$ cat src/rtl/gpio_irq_pkg.sv
// Shared constants for the GPIO interrupt controller: register word offsets,
// the read value returned for unmapped offsets, DBCFG field layout and reset values.
package gpio_irq_pkg;

    localparam logic [21:0] OFF_RAW   = 22'd0;
    localparam logic [21:0] OFF_IM    = 22'd1;
    localparam logic [21:0] OFF_TYPE  = 22'd2;
    localparam logic [21:0] OFF_POL   = 22'd3;
    localparam logic [21:0] OFF_BOTH  = 22'd4;
    localparam logic [21:0] OFF_PEND  = 22'd5;
    localparam logic [21:0] OFF_DBCFG = 22'd6;

    localparam logic [31:0] UNMAPPED_RDATA = 32'hDEAD_BEEF;

    // DBCFG: prescale value in the low bits, debounce enable in the top bit
    localparam int DBCFG_PRESC_LSB = 0;
    localparam int DBCFG_EN_BIT    = 31;

    // Reset values of the configuration registers
    localparam logic [31:0] RST_IM    = 32'h0;
    localparam logic [31:0] RST_TYPE  = 32'h0;
    localparam logic [31:0] RST_POL   = 32'h0;
    localparam logic [31:0] RST_BOTH  = 32'h0;
    localparam logic [31:0] RST_DBCFG = 32'h0;

endpackage

$ cat src/rtl/gpio_irq_filter.sv
// Pin input conditioning: 2-FF synchronizer, optional prescaled 3-sample
// debounce filter, and a one-cycle delayed copy of the filtered value used
// for edge detection.
module gpio_irq_filter
    import gpio_irq_pkg::*;
#(
    parameter int NPINS   = 16,
    parameter int PRESC_W = 16
) (
    input  logic               HCLK,
    input  logic               HRESETn,
    input  logic [NPINS-1:0]   pin_in,
    input  logic               db_en,
    input  logic [PRESC_W-1:0] presc,
    input  logic               cnt_clr,
    output logic [NPINS-1:0]   filt,
    output logic [NPINS-1:0]   filt_d
);

    logic [NPINS-1:0]   s1;
    logic [NPINS-1:0]   s2;
    logic [NPINS-1:0]   hist0;
    logic [NPINS-1:0]   hist1;
    logic [NPINS-1:0]   agree;
    logic [PRESC_W-1:0] cnt;
    logic               tick;

    // Sample tick: counter wraps after reaching the prescale value, so P=0 ticks every cycle
    assign tick  = db_en & (cnt == presc);
    // A pin may change only when the current sample and both older samples agree
    assign agree = ~(s2 ^ hist0) & ~(s2 ^ hist1);

    // Two-stage synchronizer for the asynchronous pin levels
    always_ff @(posedge HCLK or negedge HRESETn) begin
        if (!HRESETn) begin
            s1 <= '0;
            s2 <= '0;
        end else begin
            s1 <= pin_in;
            s2 <= s1;
        end
    end

    // Debounce prescaler; held at zero while debounce is off and restarted on DBCFG writes
    always_ff @(posedge HCLK or negedge HRESETn) begin
        if (!HRESETn) begin
            cnt <= '0;
        end else if (cnt_clr || !db_en) begin
            cnt <= '0;
        end else if (cnt == presc) begin
            cnt <= '0;
        end else begin
            cnt <= cnt + 1'b1;
        end
    end

    // Sample history, shifted once per tick
    always_ff @(posedge HCLK or negedge HRESETn) begin
        if (!HRESETn) begin
            hist0 <= '0;
            hist1 <= '0;
        end else if (tick) begin
            hist1 <= hist0;
            hist0 <= s2;
        end
    end

    // Filtered value: follows s2 directly, or only on three agreeing ticked samples
    always_ff @(posedge HCLK or negedge HRESETn) begin
        if (!HRESETn) begin
            filt <= '0;
        end else if (!db_en) begin
            filt <= s2;
        end else if (tick) begin
            filt <= (agree & s2) | (~agree & filt);
        end
    end

    // Delayed filtered value for edge detection
    always_ff @(posedge HCLK or negedge HRESETn) begin
        if (!HRESETn) begin
            filt_d <= '0;
        end else begin
            filt_d <= filt;
        end
    end

endmodule

$ cat src/rtl/gpio_irq_ctrl.sv
// AHB-lite slave that turns GPIO input pins into a maskable interrupt source.
// Holds the bus front end, configuration registers, pending logic and IRQ outputs.
module gpio_irq_ctrl
    import gpio_irq_pkg::*;
#(
    parameter int NPINS   = 16,
    parameter int PRESC_W = 16
) (
    input  logic             HCLK,
    input  logic             HRESETn,
    input  logic             HSEL,
    input  logic [23:2]      HADDR,
    input  logic             HREADY,
    input  logic             HWRITE,
    input  logic [1:0]       HTRANS,
    input  logic [2:0]       HSIZE,
    input  logic [31:0]      HWDATA,
    output logic [31:0]      HRDATA,
    output logic             HREADYOUT,
    output logic [1:0]       HRESP,
    input  logic [NPINS-1:0] GPIO_IN,
    input  logic [NPINS-1:0] GPIO_DIR,
    output logic [NPINS-1:0] IRQ_PIN,
    output logic             IRQ
);

    // Bus handshake: an address phase is accepted when HSEL and HREADY are both
    // high; it is a real transfer when HTRANS[1] is set (NONSEQ/SEQ). The data
    // phase follows in the next cycle and always completes in one cycle since
    // HREADYOUT is tied high. Writes commit at the end of that data phase, read
    // data is driven during it.
    logic             a_valid;
    logic             a_write;
    logic [21:0]      a_addr;
    logic [2:0]       a_size;

    logic [NPINS-1:0] im;
    logic [NPINS-1:0] typ;
    logic [NPINS-1:0] pol;
    logic [NPINS-1:0] both;
    logic [PRESC_W-1:0] presc;
    logic             db_en;
    logic [NPINS-1:0] pend_edge;

    logic [NPINS-1:0] filt;
    logic [NPINS-1:0] filt_d;
    logic [NPINS-1:0] wdata;
    logic [NPINS-1:0] edge_set;
    logic [NPINS-1:0] w1c_mask;
    logic [NPINS-1:0] type_chg;
    logic [NPINS-1:0] pend;
    logic [31:0]      dbcfg_rd;
    logic             wr_en;
    logic             unused_bits;

    assign HREADYOUT   = 1'b1;
    assign HRESP       = 2'b00;
    assign wr_en       = a_valid & a_write;
    assign wdata       = HWDATA[NPINS-1:0];
    assign unused_bits = ^{a_size, HTRANS[0], HWDATA};

    // Address phase capture; the address is held while the slave is not selected
    always_ff @(posedge HCLK or negedge HRESETn) begin
        if (!HRESETn) begin
            a_valid <= 1'b0;
            a_write <= 1'b0;
            a_addr  <= '0;
            a_size  <= '0;
        end else begin
            a_valid <= HSEL & HREADY & HTRANS[1];
            if (HSEL && HREADY) begin
                a_write <= HWRITE;
                a_addr  <= HADDR;
                a_size  <= HSIZE;
            end
        end
    end

    // Configuration register writes at the data-phase edge
    always_ff @(posedge HCLK or negedge HRESETn) begin
        if (!HRESETn) begin
            im    <= RST_IM[NPINS-1:0];
            typ   <= RST_TYPE[NPINS-1:0];
            pol   <= RST_POL[NPINS-1:0];
            both  <= RST_BOTH[NPINS-1:0];
            presc <= RST_DBCFG[DBCFG_PRESC_LSB +: PRESC_W];
            db_en <= RST_DBCFG[DBCFG_EN_BIT];
        end else if (wr_en) begin
            case (a_addr)
                OFF_IM:   im   <= wdata;
                OFF_TYPE: typ  <= wdata;
                OFF_POL:  pol  <= wdata;
                OFF_BOTH: both <= wdata;
                OFF_DBCFG: begin
                    presc <= HWDATA[DBCFG_PRESC_LSB +: PRESC_W];
                    db_en <= HWDATA[DBCFG_EN_BIT];
                end
                default: ;
            endcase
        end
    end

    gpio_irq_filter #(
        .NPINS   (NPINS),
        .PRESC_W (PRESC_W)
    ) u_filter (
        .HCLK    (HCLK),
        .HRESETn (HRESETn),
        .pin_in  (GPIO_IN),
        .db_en   (db_en),
        .presc   (presc),
        .cnt_clr (wr_en && (a_addr == OFF_DBCFG)),
        .filt    (filt),
        .filt_d  (filt_d)
    );

    // Edge qualification, W1C mask and TYPE-change clear for the sticky bits
    always_comb begin
        edge_set = typ & ~GPIO_DIR & (filt ^ filt_d) & (both | ~(filt ^ pol));
        w1c_mask = '0;
        type_chg = '0;
        if (wr_en && (a_addr == OFF_PEND)) begin
            w1c_mask = wdata;
        end
        if (wr_en && (a_addr == OFF_TYPE)) begin
            type_chg = typ ^ wdata;
        end
    end

    // Sticky edge pending bits: a new edge beats a W1C, output pins and TYPE changes clear
    always_ff @(posedge HCLK or negedge HRESETn) begin
        if (!HRESETn) begin
            pend_edge <= '0;
        end else begin
            pend_edge <= ((pend_edge & ~w1c_mask) | edge_set) & ~GPIO_DIR & ~type_chg;
        end
    end

    // Visible pending: sticky bits for edge pins, live level match for level pins
    always_comb begin
        pend    = ((typ & pend_edge) | (~typ & ~(filt ^ pol))) & ~GPIO_DIR;
        IRQ_PIN = pend & im;
        IRQ     = |IRQ_PIN;
    end

    // Read mux from the registered address
    always_comb begin
        dbcfg_rd = '0;
        dbcfg_rd[DBCFG_PRESC_LSB +: PRESC_W] = presc;
        dbcfg_rd[DBCFG_EN_BIT] = db_en;
        case (a_addr)
            OFF_RAW:   HRDATA = 32'(filt);
            OFF_IM:    HRDATA = 32'(im);
            OFF_TYPE:  HRDATA = 32'(typ);
            OFF_POL:   HRDATA = 32'(pol);
            OFF_BOTH:  HRDATA = 32'(both);
            OFF_PEND:  HRDATA = 32'(pend);
            OFF_DBCFG: HRDATA = dbcfg_rd;
            default:   HRDATA = UNMAPPED_RDATA;
        endcase
    end

endmodule

$ cat config.mk
export PLATFORM = sky130hd
export DESIGN_NAME = gpio_irq_ctrl
export DESIGN_NICKNAME = d
export VERILOG_FILES = /design/src/rtl/gpio_irq_pkg.sv /design/src/rtl/gpio_irq_filter.sv /design/src/rtl/gpio_irq_ctrl.sv
export SDC_FILE = /design/constraint.sdc
export NUM_CORES = 1
export LEC_CHECK = 0
export ABC_CLOCK_PERIOD_IN_PS = 2300
export CAP_MARGIN = 20
export CORE_ASPECT_RATIO = 1.4
export CORE_MARGIN = 10
export CORE_UTILIZATION = 50
export CTS_BUF_LIST = sky130_fd_sc_hd__clkbuf_16
export DETAILED_ROUTE_END_ITERATION = 10
export PLACE_DENSITY = 0.75
export SLEW_MARGIN = 20
export SYNTH_ARGS = -nofsm -noshare
export SYNTH_HDL_FRONTEND = slang
export SYNTH_HIERARCHICAL = 1
export SYNTH_SLANG_ARGS = --single-unit
export TNS_END_PERCENT = 1
$ cat constraint.sdc
create_clock -name HCLK -period 2.3 [get_ports HCLK]
set_input_delay 0.345 -clock HCLK [delete_from_list [all_inputs] [get_ports HCLK]]
set_output_delay 0.345 -clock HCLK [all_outputs]
set_load 0.005 [all_outputs]
# Word-level counts from Yosys, hierarchy flattened
# Cells that the tools add are included.
[op_classes]
addsub = 1
multipliers = 0
div_mod_pow = 0
order_cmp = 0
eq_ne = 8
shift = 0
n_mux = 7
bitwise_logic = 34
n_reduce_logical = 13
[op_table]
columns = ["operator", "count"]
rows = [
  ["one-hot mux 32 bit (7 select lines)", 1],
  ["AND 16 bit", 13],
  ["NOT 16 bit", 8],
  ["2-to-1 mux 16 bit", 6],
  ["bitwise XOR 16 bit", 5],
  ["== test 22 x 3 -> 1 bit (second input constant)", 3],
  ["OR 16 bit", 4],
  ["== test 22 x 2 -> 1 bit (second input constant)", 2],
  ["== test 22 x 1 -> 1 bit (second input constant)", 1],
  ["logical NOT 22 bit", 1],
  ["adder 16 x 1 -> 16 bit (second input constant)", 1],
  ["== test 16 bit", 1],
  ["OR reduction 16 bit", 1],
  ["AND reduction 2 bit", 5],
  ["AND 1 bit", 4],
  ["logical AND 1 bit", 4],
  ["!= test 2 x 1 -> 1 bit (second input constant)", 1],
  ["logical NOT 1 bit", 1],
  ["logical OR 1 bit", 1],
]
[word_totals]
register_bits = 233
latchBits = 0
ramBits = 0
rom_bits = 0
in_bits = 96
output_inout_bits = 52
word_cells = 80
n_memories = 0

# Depth between registers and ports, before layout
# Gate-level depths: netlist of run 1.
[depth]
depth_word = 8
depth_mapped = 9
mapped_depth_nobuf = 6

# Cells and area by module
# The synthesis of run 1 kept the hierarchy.
[by_module_without_submodules]
columns = ["module", "instances", "cells_each", "area_each_um2", "seq_area_each_um2"]
rows = [
  ["gpio_irq_ctrl", 1, 647, 7030.5, 3027.9],
  ["gpio_irq_filter", 1, 315, 4440.5, 2802.7],
]

# Least setup slack after synthesis of run 1
# No wires, ideal clock.
[synth_path]
path_kind = "register to register"
from = "register a_addr[13]"
to = "register presc[10]"
setup_ns = 0.125
t_arrival_ns = 2.350
required_time_ns = 2.175
slack_ns = -0.175
stages_incl_launch_ff = 7
path_buffers = 1
synth_period_minus_slack_ns = 2.475
cell_sequence = "dfrtp_1 > or4_4 > nor4_4 > nand2_4 > nor4_4 > buf_8 > mux2_4"
[synth_between]
elab_chain_len = 2
[synth_rtl]
columns = ["item", "line", "source"]
rows = [
  ["start, declared", "gpio_irq_ctrl.sv:34", "logic [21:0] a_addr;"],
  ["start signal, assigned", "gpio_irq_ctrl.sv:67", "a_addr <= '0;"],
  ["start signal, assigned", "gpio_irq_ctrl.sv:73", "a_addr <= HADDR;"],
  ["== test 22 x 3 -> 1 bit", "gpio_irq_ctrl.sv:89", "case (a_addr)"],
  ["AND reduction 2 bit (no line)", "--", ""],
  ["end signal, assigned", "gpio_irq_ctrl.sv:86", "presc <= RST_DBCFG[DBCFG_PRESC_LSB +: PRESC_W];"],
  ["end signal, assigned", "gpio_irq_ctrl.sv:95", "presc <= HWDATA[DBCFG_PRESC_LSB +: PRESC_W];"],
  ["end, declared", "gpio_irq_ctrl.sv:41", "logic [PRESC_W-1:0] presc;"],
]
# No other way between the ends.
# A chain may end at the register's enable or synchronous reset.

# Final worst setup path of run 1
[layout_path]
from = "register a_addr[13]"
to = "output port HRDATA[8]"
[layout_between]
elab_chain_len = 2
elab_cells_between_ends = 8
cone_classes = "6 x eq/ne; 1 x mux; 1 x reduce/logical"
[layout_rtl]
columns = ["item", "line", "source"]
rows = [
  ["== test 22 x 3 -> 1 bit (tied with other cells)", "gpio_irq_ctrl.sv:151", "case (a_addr)"],
  ["one-hot mux 32 bit (7 select lines) *", "gpio_irq_ctrl.sv:151", ""],
  ["end, declared", "gpio_irq_ctrl.sv:18", "output logic [31:0] HRDATA,"],
]
# Every way passes the cells marked *; elsewhere a longest branch is shown, timed or not.

==> impl_metrics.json, run 1 <==
{
  "status": "finished with violations",
  "failed_checks": "setup timing",
  "relSlewSlack_pct": 63.6,
  "reg2reg_from": "a_addr[13]",
  "rsz0062_at_grt": "true",
  "path_class": "reg2out",
  "ys.flop_type": "dfrtp_1",
  "worst_pin_slew_ns": 0.546,
  "end_kind": "output pin",
  "drtIter0Drc": 506,
  "cp_max_fo": 2,
  "cp.arrival_ns": 2.50,
  "drive_gt1_share_pct": 33.9,
  "clockRootBuffer": "clkbuf_16",
  "syn_area_mm2": 0.0115,
  "clkTransAtPathRegs_ns": 0.06,
  "synth_cells": 962,
  "dp.cells": 1469,
  "fin_crit_ns": 2.85,
  "fmax_ghz": 0.351,
  "ys_seq_area_share_pct": 50.8,
  "grt_overflow": 0,
  "synth-edff-count": 0,
  "r2r_cells": 9,
  "synth.most_common_cell": "dfrtp_1",
  "synth_area_leader_cell": "dfrtp_1",
  "ys_top_cells_by_count": "dfrtp_1, mux2_2, o21ai_0",
  "cts_inserted_buffers": 24,
  "async_flop_share_pct": 100,
  "die_area_mm2": 0.0295,
  "viasPerCell": 5.74,
  "start_util_pct": 50.7,
  "avgSynthCellArea_um2": 11.9,
  "detail_route.wl_per_cell_um": 21.1,
  "drv_slew": 0,
  "grt_pass1_wl_mm": 50.0,
  "yosysWarnings": 6,
  "die_h_um": 199,
  "design_area_mm2": 0.0152,
  "power_density_mw_per_mm2": 609,
  "r2r_slack_ns": -0.43,
  "start_kind": "flip-flop",
  "n_antenna_cell": 0,
  "cts_buffer_depth": 3,
  "r2r-end": "pend_edge[12]",
  "hold-path-cell-count": 1,
  "final_nets": 1301,
  "grt_use_total_pct": 21.2,
  "layoutNonFillerInstCount": 1517,
  "fin_skew_ns": 0.0105,
  "synth_top_area_share_pct": 50.8,
  "synth_cell_types": 56,
  "maxCapViolations": 0,
  "synth-seq-cells": 233,
  "ios": 148,
  "grt_pass1_vias": 9172,
  "portBuffers": 120,
  "hp-class": "in2reg",
  "antenna_found_initial": 0,
  "firstDrtPassIters": 5,
  "grt_max_degree": 69,
  "gp_congestion": 0.917,
  "clock_latency_ns": 0.52,
  "core_mm2": 0.0226,
  "routed_wl_mm": 32.0,
  "worstHoldStart": "GPIO_IN[9]",
  "drc": 0,
  "min_to": "u_filter/s1[9]",
  "ant_nets": 0,
  "final.setup.worst_slack_ns": -0.549,
  "cp.required_ns": 1.96,
  "final_util_pct": 67.2,
  "fin_crit_sh_pct": 124,
  "ctsHtreeMaxLevel": 1,
  "hpwl_mm": 22.4,
  "die_w_um": 148,
  "final_hold_viol_count": 0,
  "cts.sinks": 233,
  "area_growth_syn_to_layout_pct": 32.4,
  "cts_tree": "done",
  "total_leakage_power_uw": 0.00677,
  "rows": 65,
  "power_uw": 9250,
  "setup_viol": 157,
  "place_area_mm2": 0.0139,
  "synthTopCellsByArea": "dfrtp_1, mux2_2, mux2_4, o21ai_0, mux2i_1",
  "irDropWorstVdd_v": 0.000515,
  "pre_cts_slack_ns": -0.494,
  "num_vias": 8704
}
## what timing repair did
action                                  in CTS  in global routing
buffers inserted                             8                  0
pin swaps                                   17                  4
hold buffers                                 1                  0
endpoints found under the hold margin       60                  0
gates cloned                                 1                  0
resized for setup                          221                 36
endpoints found under the setup margin     155                157
## kinds of logic after synthesis
logic type               count (synthesis)  share of synthesized area, %
multiplexers                           179                          19.1
AND/OR/NAND/NOR                        237                          12.3
other                                    2                        0.0655
AO/OA/AOI/OAI                          164                          8.96
flip-flops                             233                          50.8
adder cells (fa/ha/maj)                  1                         0.109
buffers and inverters                   84                          3.87
XOR/XNOR                                62                          4.73
## final cells by class
cell class	instances	area, um^2
multi-input cells	651	5660
inverters	25	93.8
clock inverters	13	166
repair buffers	269	2430
clock buffers	25	626
fillers	1699	7420
well taps	301	377
flip-flops and latches	233	5830
## worst max-delay path by stage
| stage | from | to | slack (ns) | cells after the start |
|---|---|---|---|---|
| finish | a_addr[13] | HRDATA[8] | -0.55 | 8 |
| global route | a_addr[13] | HRDATA[8] | -0.60 | 8 |
| CTS | a_addr[10] | HRDATA[10] | -0.51 | 7 |
| detailed placement | GPIO_DIR[11] | IRQ | -0.49 | 5 |
| global placement | GPIO_DIR[11] | IRQ | -0.43 | 5 |
| floorplan | a_addr[13] | presc[10] | -0.10 | 6 |
## report_power, final
group | leakage [uW] | switching, uW | internal [uW]
clock network | 0.000404 | 1580 | 2400
registers | 0.00309 | 78.7 | 4220
logic | 0.00327 | 528 | 452
total | 0.00677 | 2190 | 7070
## per-layer routing
| layer | part of all wire [%] | track usage [%] | vias up |
|---|---|---|---|
| met1 | 39 | 25.0 | 4374 |
| met3 | 5.8 | 3.58 | 90 |
| li1 | - | - | 3954 |
| met5 | 0 | 0 | - |
| met2 | 51 | 37.0 | 286 |
| met4 | 4.3 | 9.53 | 0 |
## sequential cells by signal (all words and copies together), names as in the netlist, named ones only
| register | cells |
|---|---|
| u_filter/s2 | 16 |
| both | 16 |
| presc | 16 |
| u_filter/hist1 | 16 |
| u_filter/s1 | 16 |
| a_write | 1 |
| im | 16 |
| pol | 16 |
| u_filter/hist0 | 16 |
| a_valid | 1 |
| a_addr | 22 |
| typ | 16 |
| u_filter/filt_d | 16 |
| db_en | 1 |
| u_filter/cnt | 16 |
| pend_edge | 16 |
## cells in the final DEF (no fill, tap or decap), drive strengths merged, types with 6 or more instances in the layout
cell,Yosys,final
dfrtp,233,233
buf,36,176
mux2,141,141
clkdlybuf4s50,0,91
o21ai,75,75
nor2,55,55
xor2,34,34
mux2i,32,32
nand2,32,32
inv,24,29
xnor2,28,28
nand4,26,26
clkbuf,23,25
a211oi,22,22
nor2b,21,21
and3b,21,21
o22ai,18,18
nand2b,17,17
nand3,17,17
a221oi,17,17
a21oi,10,10
a22oi,9,9
conb,2,8
and3,8,8
nand3b,7,7
nor3,7,7
nor4,7,7
mux4,6,6
## worst max-delay path, stage by stage, from the launching register on
cell,delay [ns]
dfrtp_1,0.37
or4_4,0.55
nor4_4,0.31
buf_4,0.21
buf_6,0.12
nand3_4,0.06
o21ai_1,0.11
buf_4,0.16
buf_6,0.09
## through the flow
step           hold slack (ns)  setup TNS (ns)
2_1_floorplan           0.0494           -4.45
3_3_place_gp             0.329          -23.55
3_5_place_dp             0.332          -28.99
4_1_cts                  0.251          -47.01
5_1_grt                  0.260          -57.52
6_report                 0.267          -48.59
Power figures use the tool's default switching activity.
==> inputs of run 2 (changes only) <==
PLACE_DENSITY = default   (was 0.75)
PLACE_DENSITY_LB_ADDON = 0.12   (was default)
==> impl_metrics.json, run 2 (synthesized netlist as in run 1, its figures left out) <==
{
  "cp.arrival_ns": 2.41,
  "portBuffers": 120,
  "die_h_um": 199,
  "end_kind": "output pin",
  "hpwl_mm": 23.0,
  "grt_use_total_pct": 20.9,
  "power_uw": 9060,
  "ant_nets": 0,
  "power_frac_clock_pct": 41.4,
  "antenna_found_initial": 1,
  "drtIter0Drc": 511,
  "place_area_mm2": 0.0140,
  "core_mm2": 0.0226,
  "clockRootBuffer": "clkbuf_16",
  "fmax_ghz": 0.363,
  "viasPerCell": 5.65,
  "total_leakage_power_uw": 0.00677,
  "start_kind": "flip-flop",
  "area_growth_syn_to_layout_pct": 32.3,
  "drive_gt1_share_pct": 35.0,
  "hp-class": "in2reg",
  "status": "finished with violations",
  "design_area_mm2": 0.0152,
  "die_area_mm2": 0.0295,
  "rsz0062_at_grt": "true",
  "final_cell_mix": "dfrtp_1, buf_4, clkdlybuf4s50_1",
  "pwr-share-comb_pct": 11.1,
  "cp.required_ns": 1.96,
  "routed_wl_mm": 31.6,
  "final_hold_viol_count": 0,
  "gp_congestion": 0.873,
  "fin_crit_sh_pct": 120,
  "cts_inserted_buffers": 23,
  "internal-power_uw": 6850,
  "start_util_pct": 50.7,
  "drc": 0,
  "setup_viol": 157,
  "clock_latency_ns": 0.51,
  "cts_tree": "done",
  "ios": 148,
  "fin_skew_ns": 0.0115,
  "worst_pin_slew_ns": 0.573,
  "final_nets": 1306,
  "die_w_um": 148,
  "failed_checks": "setup timing",
  "clkTransAtPathRegs_ns": 0.06,
  "cts.sinks": 233,
  "grt_overflow": 0,
  "regMostFlops": "a_addr",
  "firstDrtPassIters": 5,
  "netSwitchingFraction_pct": 24.4,
  "power_density_mw_per_mm2": 597,
  "cp_max_fo": 5,
  "path_class": "reg2out",
  "p_switching_uw": 2210,
  "final_util_pct": 67.1,
  "final_common_cell": "dfrtp_1",
  "final.setup.worst_slack_ns": -0.451,
  "detail_route.wl_per_cell_um": 20.7,
  "fin_crit_ns": 2.75,
  "grt_max_degree": 59,
  "num_vias": 8623,
  "grt_pass1_wl_mm": 49.0,
  "cts_buffer_depth": 3,
  "drv_slew": 0,
  "relSlewSlack_pct": 61.4,
  "largest_reg_flops": 22,
  "rows": 65,
  "maxCapViolations": 0,
  "ctsHtreeMaxLevel": 1,
  "grt_pass1_vias": 8839,
  "power_frac_seq_pct": 47.4,
  "irDropWorstVdd_v": 0.000638
}
## run 2: cell types whose count changed in the layout (fill, tap and decap cells not counted), sizes merged
cell and change:
diode +1, bufbuf -1, bufinv -1, clkinvlp +2
inv -3, clkinv +7, clkbuf +5
## run 2: repair_timing
| action | CTS | global route |
|---|---|---|
| pin swaps | 14 | 9 |
| hold buffers | 1 | 0 |
| buffers inserted | 3 | 0 |
| gates resized for setup | 206 | 45 |
| hold endpoints to repair | 51 | 0 |
| endpoints found under the setup margin | 156 | 157 |
## run 2: layout make-up
type | instances | area, um^2
clock inverter | 18 | 168
clock buffer | 23 | 576
multi-input combinational | 651 | 5670
tap | 301 | 377
timing repair buffer | 275 | 2450
inverter | 25 | 93.8
fill | 1786 | 7440
sequential | 233 | 5830
antenna | 1 | 2.50
## run 2: critical path, cell delays in order, from the launching register on
cell and delay, ns:
dfrtp_1 0.37, or4_4 0.55, nor4_4 0.29, buf_4 0.21, nand2_8 0.09, nor3_2 0.16
nand2_1 0.09, buf_2 0.14
## run 2: path summary, 6_finish.rpt
path	start	to	slack, ns	depth (start not counted)
setup reg to reg	a_addr[13]	both[2]	-0.28	8
hold / removal	GPIO_IN[15]	u_filter/s1[15]	0.27	1
setup / recovery	a_addr[13]	HRDATA[2]	-0.45	7
min in group asynchronous	HRESETn	typ[12]	0.36	2
max in group asynchronous	HRESETn	async pin	1.23	3
hold reg to reg	u_filter/s1[14]	u_filter/s2[14]	0.34	0
## run 2: layer usage
| layer | vias to the layer above | GRT usage (%) | share of wire [%] |
|---|---|---|---|
| met5 | - | 0 | 0 |
| met1 | 4346 | 26.5 | 42 |
| met3 | 65 | 3.15 | 4.6 |
| met2 | 246 | 34.9 | 49 |
| met4 | 0 | 8.83 | 3.8 |
| li1 | 3966 | - | - |
## run 2: power by group through the flow
stage | logic, uW | clock network [uW] | registers [uW]
floorplan | 408 | 0 | 4350
global placement | 956 | 0 | 4360
detailed placement | 970 | 0 | 4370
CTS | 999 | 3830 | 4300
global route | 1080 | 4010 | 4310
finish | 1010 | 3750 | 4300
## run 2: metrics by stage
stage	TNS, ns	hold WS (ns)	setup slack [ns]	std cells
2_1_floorplan	-4.45	0.0494	-0.100	968
6_report	-32.64	0.273	-0.451	1527
3_5_place_dp	-30.01	0.307	-0.832	1482
3_3_place_gp	-26.08	0.307	-0.717	1482
4_1_cts	-35.96	0.258	-0.499	1526
5_1_grt	-43.20	0.263	-0.515	1526
==> inputs of run 3 (changes only) <==
CORE_ASPECT_RATIO = default   (was 1.4)
==> impl_metrics.json, run 3 (synthesized netlist as in run 1, its figures left out) <==
{
  "power_uw": 9640,
  "ant_nets": 0,
  "crit_path_start": "a_addr[19]",
  "relSlewSlack_pct": 64.8,
  "area_growth_syn_to_layout_pct": 34.5,
  "cp_max_fo": 3,
  "grt_pass1_wl_mm": 48.5,
  "cp.arrival_ns": 2.43,
  "r2r_cells": 9,
  "viasPerCell": 5.59,
  "fmax_ghz": 0.360,
  "worst_pin_slew_ns": 0.523,
  "design_area_mm2": 0.0154,
  "cp.required_ns": 1.96,
  "cts_buffer_depth": 3,
  "final_hold_viol_count": 0,
  "core_mm2": 0.0226,
  "critPathSlowestCell": "or4_4",
  "path_buf_inv": 1,
  "fin_skew_ns": 0.0187,
  "maxCapViolations": 0,
  "drv_slew": 0,
  "cts_inserted_buffers": 26,
  "hold-path-cell-count": 1,
  "detail_route.wl_per_cell_um": 20.4,
  "grt_overflow": 0,
  "fin_crit_ns": 2.78,
  "cts.sinks": 233,
  "n_antenna_cell": 0,
  "seqCellArea_mm2": 0.00583,
  "final_cell_mix": "dfrtp_1, buf_4, clkdlybuf4s50_1",
  "drtIter0Drc": 574,
  "clkTransAtPathRegs_ns": 0.06,
  "worstHoldStart": "GPIO_IN[10]",
  "die_w_um": 171,
  "failed_checks": "setup timing",
  "start_kind": "flip-flop",
  "setup_viol": 157,
  "start_util_pct": 50.7,
  "crit_path_cell_trace": "or4_4 -> nor4_4 -> and2_4 -> o21ai_2 -> a31oi_2 -> buf_2",
  "final.setup.worst_slack_ns": -0.477,
  "antenna_found_initial": 0,
  "path_delay_family": "simple AND/OR/NAND/NOR gates",
  "power_density_mw_per_mm2": 625,
  "rsz0062_at_grt": "true",
  "portBuffers": 120,
  "hpwl_mm": 22.4,
  "drive_gt1_share_pct": 36.2,
  "status": "finished with violations",
  "grt_max_degree": 63,
  "die_area_mm2": 0.0294,
  "rows": 55,
  "num_vias": 8554,
  "cts_tree": "done",
  "irDropWorstVdd_v": 0.000753,
  "final_common_cell": "dfrtp_1",
  "slowest_delay_ns": 0.57,
  "largest_reg_flops": 22,
  "r2r_slack_ns": -0.41,
  "hold_slack_ns": 0.240,
  "die_h_um": 171,
  "regMostFlops": "a_addr",
  "grt_pass1_vias": 8722,
  "r2r-end": "both[8]",
  "final_util_pct": 68.1,
  "ctsHtreeMaxLevel": 1,
  "hp-class": "in2reg",
  "reg2reg_from": "a_addr[19]",
  "total_leakage_power_uw": 0.00691,
  "final_nets": 1323,
  "clock_latency_ns": 0.54,
  "fin_crit_sh_pct": 121,
  "ios": 148,
  "place_area_mm2": 0.0141,
  "end_kind": "output pin",
  "path_class": "reg2out",
  "firstDrtPassIters": 7,
  "fillerInstances": 1692,
  "min_to": "u_filter/s1[10]",
  "drc": 0,
  "clockRootBuffer": "clkbuf_16",
  "routed_wl_mm": 31.1,
  "multi_input_area_mm2": 0.00571,
  "grt_use_total_pct": 20.8,
  "gp_congestion": 0.904
}
## run 3: cell types whose count changed in the layout (fill, tap and decap cells not counted), moves of 3 or more
cell and change:
mux2_2 +3, mux2_4 -3, clkbuf_2 +4, buf_4 +13
a221oi_2 +4, a221oi_1 -4, clkbuf_16 +3
## run 3: per-layer routing
metal	global-route usage, %	wire (um)
met2	33.7	15100
met1	28.7	13900
met3	3.37	1490
met4	4.91	723
met5	0	0
## run 3: layout make-up
| type | count | area share, % |
|---|---|---|
| Clock buffer | 26 | 4.22 |
| Clock inverter | 20 | 1.60 |
| Inverter | 25 | 0.608 |
| Multi-Input combinational cell | 651 | 37.0 |
| Sequential cell | 233 | 37.8 |
| Tap cell | 285 | 2.31 |
| Timing Repair Buffer | 289 | 16.5 |
## run 3: how the worst max path moves through the flow
stage,slack [ns],cells past startpoint,to
2_1_floorplan,-0.10,6,presc[10]
6_report,-0.48,6,HRDATA[4]
3_5_place_dp,-0.75,5,IRQ
4_1_cts,-0.49,7,HRDATA[10]
3_3_place_gp,-0.82,5,IRQ
5_1_grt,-0.57,8,HRDATA[8]
## run 3: per-stage QoR
| step | TNS [ns] | instances | setup WS, ns |
|---|---|---|---|
| after floorplan | -4.45 | 968 | -0.100 |
| after global placement | -30.63 | 1476 | -0.823 |
| after detailed placement | -34.31 | 1476 | -0.752 |
| after CTS | -38.63 | 1527 | -0.489 |
| after global routing | -57.87 | 1529 | -0.568 |
| final | -44.46 | 1529 | -0.477 |
## run 3: what timing repair did
item,4_1_cts,5_1_grt
pin swaps,17,11
buffers inserted,4,2
setup endpoints to repair,143,158
hold endpoints to repair,58,0
gates resized for setup,171,71
hold buffers,1,0
gates cloned,0,0
## run 3: where the power goes
part	internal, uW	total [uW]	switching [uW]
registers	4220	4310	87.7
clock network	2620	4310	1680
logic	501	1030	528
